**config.mk**
```make
export PLATFORM = sky130hd
export DESIGN_NAME = timer_arbiter
export DESIGN_NICKNAME = d
export VERILOG_FILES = /design/src/rtl/timer_arbiter_pkg.sv /design/src/rtl/timer_arbiter_tick_timer.sv /design/src/rtl/timer_arbiter.sv
export SDC_FILE = /design/constraint.sdc
export NUM_CORES = 1
export LEC_CHECK = 0
export BUFFER_PORTS_ARGS = -buffer_cell sky130_fd_sc_hd__clkbuf_2
export CORE_UTILIZATION = 25
export CTS_CLUSTER_DIAMETER = 40
export DETAILED_ROUTE_END_ITERATION = 10
export GPL_TIMING_DRIVEN = 0
export PLACE_DENSITY_LB_ADDON = 0.08
export SLEW_MARGIN = 10
export SYNTH_ARGS = -nofsm -noshare
export SYNTH_HDL_FRONTEND = slang
export SYNTH_HIERARCHICAL = 1
export SYNTH_SLANG_ARGS = --single-unit
```
**constraint.sdc**
```tcl
create_clock -name clk_i -period 3.7 [get_ports clk_i]
set_input_delay 0.185 -clock clk_i [delete_from_list [all_inputs] [get_ports clk_i]]
set_output_delay 0.185 -clock clk_i [all_outputs]
set_load 0.05 [all_outputs]
```
**src/rtl/timer_arbiter_pkg.sv**
```systemverilog
// Shared definitions for the timer arbiter: FSM state encoding, default timing
// constants and the round-robin pick helper.
package timer_arbiter_pkg;

    typedef enum logic [1:0] {
        IDLE = 2'd0,
        LOAD = 2'd1,
        RUN  = 2'd2,
        FIN  = 2'd3
    } state_e;

    localparam int unsigned DEF_PRESCALE = 50;
    localparam int unsigned DEF_TICKS    = 10;
    localparam int unsigned MAX_NREQ     = 8;

    // Lowest set bit at or above ptr; wraps to the lowest set bit overall.
    // Unused upper request bits must be zero.
    function automatic logic [2:0] rr_pick(input logic [7:0] req, input logic [2:0] ptr);
        logic [7:0] masked;
        logic [7:0] src;
        logic [2:0] sel;
        masked = req & (8'hFF << ptr);
        src    = (masked != 8'h00) ? masked : req;
        sel    = 3'd0;
        for (int i = 7; i >= 0; i--) begin
            if (src[i]) sel = 3'(i);
        end
        return sel;
    endfunction

endpackage

```
**src/rtl/timer_arbiter_tick_timer.sv**
```systemverilog
// Prescaled countdown timer: prescaler wraps every PRESCALE cycles and
// decrements a saturating tick counter that is reloaded by clear_i.
module tick_timer
    import timer_arbiter_pkg::*;
#(
    parameter int unsigned PRESCALE = DEF_PRESCALE,
    parameter int unsigned TICKS    = DEF_TICKS,
    parameter int unsigned TW       = $clog2(TICKS + 1)
) (
    input  logic          clk_i,
    input  logic          rst_i,
    input  logic          clear_i,
    input  logic          enable_i,
    output logic          tick_o,
    output logic [TW-1:0] ticks_left_o,
    output logic          expire_o
);

    localparam int unsigned CW = $clog2(PRESCALE);

    logic [CW-1:0] pre_q, pre_d;
    logic [TW-1:0] ticks_q, ticks_d;
    logic          wrap;

    assign wrap         = (pre_q == CW'(PRESCALE - 1));
    assign tick_o       = enable_i && wrap;
    // High during the final tick period; the owner completes on the next tick.
    assign expire_o     = (ticks_q == TW'(1));
    assign ticks_left_o = ticks_q;

    always_comb begin
        pre_d   = pre_q;
        ticks_d = ticks_q;
        if (clear_i) begin
            pre_d   = '0;
            ticks_d = TW'(TICKS);
        end else if (enable_i) begin
            if (wrap) begin
                pre_d = '0;
                if (ticks_q != '0) ticks_d = ticks_q - 1'b1;
            end else begin
                pre_d = pre_q + 1'b1;
            end
        end
    end

    always_ff @(posedge clk_i) begin
        if (rst_i) begin
            pre_q   <= '0;
            ticks_q <= '0;
        end else begin
            pre_q   <= pre_d;
            ticks_q <= ticks_d;
        end
    end

endmodule

```
**src/rtl/timer_arbiter.sv**
```systemverilog
// Round-robin owner selection for one shared countdown timer; grants, runs the
// interval and returns a one-cycle done pulse to the owner.
module timer_arbiter
    import timer_arbiter_pkg::*;
#(
    parameter int unsigned NREQ     = 4,
    parameter int unsigned PRESCALE = DEF_PRESCALE,
    parameter int unsigned TICKS    = DEF_TICKS
) (
    input  logic                           clk_i,
    input  logic                           rst_i,
    input  logic [NREQ-1:0]                req_i,
    output logic [NREQ-1:0]                grant_o,
    output logic [NREQ-1:0]                done_o,
    output logic                           busy_o,
    output logic [$clog2(TICKS+1)-1:0]     ticks_left_o
);

    localparam int unsigned IW = $clog2(NREQ);
    localparam int unsigned TW = $clog2(TICKS + 1);

    state_e          state_q;
    logic [IW-1:0]   owner_q;
    logic [IW-1:0]   rr_ptr_q;
    logic [NREQ-1:0] grant_q;
    logic [NREQ-1:0] done_q;

    logic [2:0]      pick;
    logic [IW-1:0]   pick_idx;
    logic [IW-1:0]   owner_nxt;
    logic            owner_req;
    logic            tick;
    logic            expire;
    logic [TW-1:0]   timer_ticks;

    assign pick      = rr_pick(8'(req_i), 3'(rr_ptr_q));
    assign pick_idx  = IW'(pick);
    assign owner_req = req_i[owner_q];
    assign owner_nxt = (owner_q == IW'(NREQ - 1)) ? '0 : owner_q + 1'b1;

    tick_timer #(
        .PRESCALE (PRESCALE),
        .TICKS    (TICKS),
        .TW       (TW)
    ) u_tick_timer (
        .clk_i        (clk_i),
        .rst_i        (rst_i),
        .clear_i      (state_q == LOAD),
        .enable_i     (state_q == RUN),
        .tick_o       (tick),
        .ticks_left_o (timer_ticks),
        .expire_o     (expire)
    );

    always_ff @(posedge clk_i) begin
        if (rst_i) begin
            state_q  <= IDLE;
            owner_q  <= '0;
            rr_ptr_q <= '0;
            grant_q  <= '0;
            done_q   <= '0;
        end else begin
            done_q <= '0;
            case (state_q)
                IDLE: begin
                    if (|req_i) begin
                        owner_q <= pick_idx;
                        grant_q <= NREQ'(1) << pick_idx;
                        state_q <= LOAD;
                    end
                end
                LOAD: begin
                    if (!owner_req) begin
                        state_q  <= IDLE;
                        grant_q  <= '0;
                        rr_ptr_q <= owner_nxt;
                    end else begin
                        state_q <= RUN;
                    end
                end
                RUN: begin
                    // A dropped request beats a completion on the same cycle.
                    if (!owner_req) begin
                        state_q  <= IDLE;
                        grant_q  <= '0;
                        rr_ptr_q <= owner_nxt;
                    end else if (tick && expire) begin
                        state_q <= FIN;
                        done_q  <= grant_q;
                    end
                end
                FIN: begin
                    state_q  <= IDLE;
                    grant_q  <= '0;
                    rr_ptr_q <= owner_nxt;
                end
                default: state_q <= IDLE;
            endcase
        end
    end

    always_comb begin
        ticks_left_o = '0;
        case (state_q)
            IDLE:    ticks_left_o = '0;
            LOAD:    ticks_left_o = TW'(TICKS);
            default: ticks_left_o = timer_ticks;
        endcase
    end

    assign grant_o = grant_q;
    assign done_o  = done_q;
    assign busy_o  = |grant_q;

endmodule
```
==> summary.md, run 1 <==
| Metric | Value |
|---|---|
| Status | finished clean |
| Post-Synthesis Cells | roughly 140 |
| Top cells by area, synth | dfxtp_1 (37%), ha_1 (5.8%), a21oi_1 (3.9%) |
| CP endpoint kind | primary output |
| Final ANT Viol Nets | 0 |
| Required @ worst endpoint | 3.51 ns |
| Fin. Hold Viols | 0 |
| Power share of the sequential group | 0.443 |
| Design area | about 1500 um2 |
| Root buffer cell | clkbuf_8 |
| Fin nets | 177 |
| CTS clk-pin slew, worst paths | around 0.090 ns |
| Sw frac | 0.285 |
| Clock latency on the worst-skew pair | roughly 0.26 ns |
| Combinational share of power | 0.199 |
| Syn Area/Cell | roughly 9.1 um2 |
| # IOs | 19 |
| Hold WS | around 0.22 ns |
| # DRC | 0 |
| Part of the cycle the worst path needs | 0.542 |
| Most frequent cells in the layout | dfxtp_1 (24), clkbuf_2 (18), nand2_1 (13) |
| Hold Buf Count CTS | 0 |
| Largest net degree at the start of global routing | 15 |
| Worst hold path type | input port to register |
| Yosys warns | 6 |
| Worst Tran Pin Value | 0.517 ns |
| Maximum buffer depth of the clock tree | 2 |
| RSZ-0062 raised after global routing | false |
| Die Wd | ~74 um |
| CTS Buf Count | 3 |
| Layout cells sized above 1 | 0.207 |
| Fraction of registers with async set/reset | 0 |
| Final setup vio count | 0 |
| Vias per cell | 4.76 |
| Power Dens Cells | 416 nW/um2 |
| Starting DRC count in detailed routing | 32 |
| PortBufs | 18 |
| Count of cell types in the netlist | 45 |
| Register bit total from synthesis | 24 |
| First-pass GRT wire length | 5.14 mm |
| Most used DFF post-synth | dfxtp_1 |
| Post-DP Area | 1470 um2 |
| Vias in the first global route | approximately 1100 |
| Post CTS Setup Buffer Count | 0 |
| Critical Path Slowest Stage Cell | dfxtp_1 |
| Clock skew | 0.00317 ns |
| Maximum clock frequency | 499 MHz |
| Pre-Repair DR Iteration Count | 4 |
| Total grt overflow | 0 |
| Clock sinks | 24 |
| Mapped Area | 1290 um2 |
| Multi-input gate area | 771 um2 |
| Antenna fix cells | 0 |
| CP Buf/Inv Count | 3 |
| Wirelength, routed | between 3 and 4 mm |
| Gr usage total | 0.124 |
| H-tree levels | 1 |
| Min Tclk post-route | 2.00 ns |
| Overall via count from detail_route | 1100 |
| WP data arrival | 1.82 ns |
| Synth top area share | 0.372 |
| Max cap viols | 0 |
| Worst path cell trace | inv_1 > ha_1 > clkbuf_1 > nor3b_1 > clkbuf_2 |
| Setup WS post-layout | 1.70 ns |
| Relative slew slack | 0.655 |
| Critical path's top delay family | buffers and inverters |
| Most common cell after layout, fill and taps aside | dfxtp_1 |
| Cell taking the most area after synthesis | dfxtp_1 |
| Synth Net Count | 154 |
| Final max-slew violation count | 0 |
| Total negative setup slack | 0 ns |
| Initial antenna violation count | 0 |
| Area grow syn2layout | 19.0% |
| Post-synth EDFFs | 0 |
| Internal power | between 0.0004 and 0.0005 W |
| CTS tree | done |
| Post-CTS Resized | 0 |
| Crit-path max cell delay | 0.43 ns |
| Worst VDD drop | 131 uV |
| Fill count | 528 |
| Drt wl/cell | 13.2 um |
| Crit Path Category | register to primary output |
| FF/Latch Area | 480 um2 |
| Seq/Total Area, Yosys | 0.372 |
| Sw Pwr | between 0.00015 and 0.0002 W |
| Clock power share | 0.358 |
| Die ar. | 5460 um2 |
| Die Ht | 73.9 um |
| Final core utilization | 0.317 |
| GPL Wtd Cong | around 0.74 |
| Core ar. | 4850 um2 |
| Static Leak | 0.597 nW |
| Dpl hpwl | 2.33 mm |
| Row cnt | 25 |
| Startpoint Class | register |
| Initial Util | 0.267 |
| Pre-CTS setup slack | 1.74 ns |
| Crit Path Max Fanout | 10 |
per-layer routing:
layer | vias to the layer above | track usage | wire length (um)
li1 | 566 | - | -
met5 | - | 0 | 0
met2 | 14 | 0.214 | 1510
met4 | 0 | 0.0449 | 22
met1 | 518 | 0.154 | 1440
met3 | 2 | 0.0206 | 82
registers in the layout, summed over array words and instances, names as in the netlist:
register	cells
done_o	4
u_tick_timer/pre_q	6
grant_o	4
owner_q	2
state_q	2
u_tick_timer/ticks_left_o	4
rr_ptr_q	2
power by group through the flow:
stage                     registers, W  clock network [W]  logic (W)
after global routing          0.000286           0.000248   0.000139
after CTS                     0.000284           0.000238   0.000128
after detailed placement      0.000290                  0   0.000127
after floorplan               0.000297                  0  0.0000858
final                         0.000283           0.000229   0.000127
after global placement        0.000289                  0   0.000125
worst paths after layout:
| path | from | to | slack, ns | cells after the start |
|---|---|---|---|---|
| max | state_q[1]$_SDFFE_PP0P_ | ticks_left_o[2] | 1.70 | 5 |
| min | rst_i | u_tick_timer/ticks_left_o[1]$_SDFFE_PP0P_ | 0.22 | 2 |
| max reg2reg | state_q[0]$_SDFFE_PP0P_ | u_tick_timer/ticks_left_o[1]$_SDFFE_PP0P_ | 1.74 | 6 |
| min reg2reg | grant_o[1]$_SDFFE_PP0P_ | done_o[1]$_SDFF_PP0_ | 0.50 | 2 |
final cells by class:
cell class	count	area share
Multi-Input combinational cell	109	0.501
Sequential cell	24	0.312
Timing Repair Buffer	18	0.0586
Tap cell	67	0.0545
Clock buffer	3	0.0269
Clock inverter	1	0.0195
Inverter	6	0.0146
Buffer	3	0.0122
per-stage QoR:
stage | cells | total power, W
after floorplan | 142 | 0.000383
after global placement | 227 | 0.000414
after detailed placement | 227 | 0.000417
after CTS | 231 | 0.000650
after global routing | 231 | 0.000673
final | 231 | 0.000640
cell families after synthesis:
| group | count (synthesis) | synth area share |
|---|---|---|
| simple gates | 62 | 0.285 |
| flops | 24 | 0.372 |
| mux | 5 | 0.0484 |
| buf+inv | 9 | 0.0319 |
| xor+xnor | 4 | 0.0271 |
| compound gates | 32 | 0.178 |
| fa+ha+maj | 6 | 0.0581 |
Yosys cell counts (all sizes together) (2+ instances only):
library cell  number
a211oi             2
a21oi             10
a32o               2
and2               4
clkbuf             2
dfxtp             24
ha                 6
inv                6
mux2i              4
nand2             14
nand2b             5
nand3b             2
nand4              2
nor2              11
nor3               5
nor3b              3
nor4               4
o21ai              6
o22ai              2
o32ai              2
or3                3
or4                4
xor2               3
(Power assumes the default switching activity.)
==> inputs of run 2 (changes only) <==
--- a/config.mk
+++ b/config.mk
@@ -5,6 +5,7 @@
 export SDC_FILE = /design/constraint.sdc
 export NUM_CORES = 1
 export LEC_CHECK = 0
+export ABC_AREA = 1
 export BUFFER_PORTS_ARGS = -buffer_cell sky130_fd_sc_hd__clkbuf_2
 export CORE_UTILIZATION = 25
 export CTS_CLUSTER_DIAMETER = 40
==> constraint.sdc (replaced) <==
create_clock -name clk_i -period 1.67 [get_ports clk_i]
set_input_delay 0.0835 -clock clk_i [delete_from_list [all_inputs] [get_ports clk_i]]
set_output_delay 0.0835 -clock clk_i [all_outputs]
set_load 0.05 [all_outputs]
==> run 2 against run 1 <==
Against the previous run: critical path depth increased by 6; first-iteration DRC count increased by 16%; setup slack got worse by 1.6 ns; cell count increased by 22%; largest power group unchanged; area after synthesis increased by 2.7%; clock skew decreased by 0.00051 ns.
==> summary.md, run 2 <==
| Metric | Value |
|---|---|
| Status | finished clean (unchanged) |
| Die Wd | 74.9 um (was 73.9 um) |
| Register bit total from synthesis | 24 (unchanged) |
| Critical path's top delay family | simple AND/OR/NAND/NOR gates (was buffers and inverters) |
| Area grow syn2layout | 19.6% (was 19.0%) |
| Die Ht | 74.9 um (was 73.9 um) |
| Max cap viols | 0 (unchanged) |
| Vias per cell | 4.20 (was 4.76) |
| Seq/Total Area, Yosys | 0.362 (was 0.372) |
| Pre-Repair DR Iteration Count | 4 (unchanged) |
| Fraction of registers with async set/reset | 0 (unchanged) |
| PortBufs | 18 (unchanged) |
| Initial antenna violation count | 0 (unchanged) |
| Max reg flops | 6 (unchanged) |
| Most frequent cells in the layout | nand2_1 (45), inv_1 (25), dfxtp_1 (23) (was dfxtp_1 (24), clkbuf_2 (18), nand2_1 (13)) |
| Adder and majority cell fraction of the synthesized area | 0.0566 (was 0.0581) |
| Overall via count from detail_route | 1179 (was 1100) |
| Final setup vio count | 0 (unchanged) |
| Hold WS | 0.159 ns (was 0.220 ns) |
| Final ANT Viol Nets | 0 (unchanged) |
| Antenna fix cells | 0 (unchanged) |
| Top post-synthesis cells by count | nand2_1 (45), inv_1 (25), dfxtp_1 (24) (was dfxtp_1 (24), nand2_1 (13), nor2_1 (11)) |
| Fin. Hold Viols | 0 (unchanged) |
| Largest reg by FF count | u_tick_timer/pre_q (unchanged) |
| Clock skew | 0.00266 ns (was 0.00317 ns) |
| Synth Area in Compound Gates | 0.112 (was 0.178) |
| Overall power after layout | 0.00153 W (was 0.000640 W) |
| Yosys warns | 6 (unchanged) |
| Crit-path max cell delay | 0.33 ns (was 0.43 ns) |
| Startpoint Class | register (unchanged) |
| Most instantiated library cell after synthesis | nand2_1 (was dfxtp_1) |
| Starting DRC count in detailed routing | 37 (was 32) |
| Dpl hpwl | 2.28 mm (was 2.33 mm) |
| Simple-gate share of the synthesized area | 0.371 (was 0.285) |
| Most used DFF post-synth | dfxtp_1 (unchanged) |
| Worst hold path depth | 2 (unchanged) |
| Crit Path Max Fanout | 8 (was 10) |
| R2R cell count | 11 (was 6) |
| Post-synth EDFFs | 0 (unchanged) |
| Gr usage total | 0.114 (was 0.124) |
| First-pass GRT wire length | 4.82 mm (was 5.14 mm) |
| WP data arrival | 1.71 ns (was 1.82 ns) |
| Top cells by area, synth | dfxtp_1 (36%), nand2_1 (13%), inv_1 (7.1%) (was dfxtp_1 (37%), ha_1 (5.8%), a21oi_1 (3.9%)) |
| CP Buf/Inv Count | 3 (unchanged) |
| Part of the cycle the worst path needs | 0.931 |
| Initial Util | 0.260 (was 0.267) |
| Drt wl/cell | 10.2 um (was 13.2 um) |
| Worst Tran Pin Value | 0.277 ns (was 0.517 ns) |
| Crit Path Category | register to register (was register to primary output) |
| CP endpoint kind | register (was primary output) |
| Power Dens Cells | 960 nW/um2 (was 416 nW/um2) |
| Total stage count of the critical path | 11 (was 5) |
| Layout cells sized above 1 | 0.232 (was 0.207) |
| Final max-slew violation count | 0 (unchanged) |
| Count of cell types in the netlist | 22 (was 45) |
| CTS tree | done (unchanged) |
| Die ar. | 5610 um2 (was 5460 um2) |
| Row cnt | 26 (was 25) |
| Cell taking the most area after synthesis | dfxtp_1 (unchanged) |
| Relative slew slack | 0.816 (was 0.655) |
| CTS clk-pin slew, worst paths | 0.09 ns (about the same) |
| CTS Buf Count | 3 (unchanged) |
| Static Leak | 0.658 nW (was 0.597 nW) |
| Total negative setup slack | 0 ns (unchanged) |
| Mux contribution to synthesized area | 0 (was 0.0484) |
| GPL Wtd Cong | 0.667 (was 0.741) |
| Mapped Area | 1330 um2 (was 1290 um2) |
| Post-Synthesis Cells | 189 (was 142) |
| # DRC | 0 (unchanged) |
| Worst VDD drop | 450 uV (was 131 uV) |
| RSZ-0062 raised after global routing | true (was false) |
| Syn Area/Cell | 7.02 um2 (was 9.10 um2) |
| Root buffer cell | clkbuf_8 (unchanged) |
| Critical Path Slowest Stage Cell | dfxtp_1 (unchanged) |
| Worst hold path type | input port to register (unchanged) |
| Clock latency on the worst-skew pair | 0.27 ns (was 0.26 ns) |
| Clock sinks | 24 (unchanged) |
| Worst path cell trace | inv_1 > ha_2 > inv_2 > nor2_4 > inv_2 > nor2_4 > nand2_1 > nand2_2 > nand2_2 > nand2_1 > a21oi_1 (was inv_1 > ha_1 > clkbuf_1 > nor3b_1 > clkbuf_2) |
| Largest family of logic cells by synthesized area | simple AND/OR/NAND/NOR gates (unchanged) |
| Final core utilization | 0.311 (was 0.317) |
| Core ar. | 5110 um2 (was 4850 um2) |
| Synth top area share | 0.362 (was 0.372) |
| Maximum buffer depth of the clock tree | 2 (unchanged) |
| Min Tclk post-route | 1.55 ns |
| Total grt overflow | 0 (unchanged) |
| Largest net degree at the start of global routing | 15 (unchanged) |
| Most common cell after layout, fill and taps aside | nand2_1 (was dfxtp_1) |
| Post CTS Setup Buffer Count | 0 (unchanged) |
| H-tree levels | 1 (unchanged) |
| Synth Net Count | 201 (was 154) |
| Wirelength, routed | 2.86 mm (was 3.05 mm) |
| Vias in the first global route | 1094 (was 1119) |
| Fin nets | 224 (was 177) |
| # IOs | 19 (unchanged) |
| Maximum clock frequency | ~640 MHz |
| Required @ worst endpoint | 1.82 ns (was 3.51 ns) |
| Synth Area in XOR/XNOR | 0.0132 (was 0.0271) |
run 2: cell type report:
cell class	instances	area, um2
clock buffers	3	41.3
clock inverters	1	30.0
multi-input cells	135	739
flip-flops and latches	24	482
well taps	70	87.6
repair buffers	18	95.1
inverters	30	113
fillers	575	3520
run 2: path summary, 6_finish.rpt:
path | from | endpoint | slack [ns]
setup reg to reg | state_q[0]$_SDFFE_PP0P_ | state_q[1]$_SDFFE_PP0P_ | 0.12
hold reg to reg | grant_o[0]$_SDFFE_PP0P_ | done_o[0]$_SDFF_PP0_ | 0.48
hold / removal | rst_i | u_tick_timer/ticks_left_o[3]$_SDFFE_PP0P_ | 0.16
setup / recovery | state_q[0]$_SDFFE_PP0P_ | state_q[1]$_SDFFE_PP0P_ | 0.12
run 2: kinds of logic (layout without fill, tap and decap cells):
| family | count (synthesis) | count (layout) |
|---|---|---|
| simple gates | 101 | 101 |
| fa+ha+maj | 6 | 6 |
| compound gates | 26 | 26 |
| xor+xnor | 2 | 2 |
| flops | 24 | 24 |
| buf+inv | 30 | 52 |
run 2: through the flow:
| step | instance area [um2] | cells | worst slack, ns |
|---|---|---|---|
| 6_report | 1590 | 281 | 0.116 |
| 4_1_cts | 1580 | 281 | 0.00606 |
| 3_3_place_gp | 1510 | 277 | -0.00427 |
| 3_5_place_dp | 1510 | 277 | 0.0393 |
| 5_1_grt | 1590 | 281 | -0.0166 |
| 2_1_floorplan | 1330 | 189 | -0.253 |
run 2: power by group:
| part | leakage (nW) | internal, W | switching, W |
|---|---|---|---|
| logic | 0.426 | 0.000106 | 0.000263 |
| clock network | 0.0357 | 0.000321 | 0.000197 |
| registers | 0.196 | 0.000606 | 0.0000324 |
run 2: worst register-to-register path, stage by stage (launching register included):
cell and delay [ns]:
dfxtp_1 0.33, inv_1 0.10, ha_2 0.28, inv_2 0.09, nor2_4 0.10, inv_2 0.05, nor2_4 0.16, nand2_1 0.09
nand2_2 0.09, nand2_2 0.05, nand2_1 0.05, a21oi_1 0.05
run 2: timing repair:
action	in CTS	in global routing
resized for setup	2	5
endpoints found under the setup margin	2	16
hold buffers	0	0
run 2: per-layer routing:
layer  GRT usage  part of all wire  vias up
met5           0                 0        -
met4      0.0440             0.011        0
met3      0.0201             0.026        4
met2       0.170              0.42       16
met1       0.163              0.55      514
li1            -                 -      645
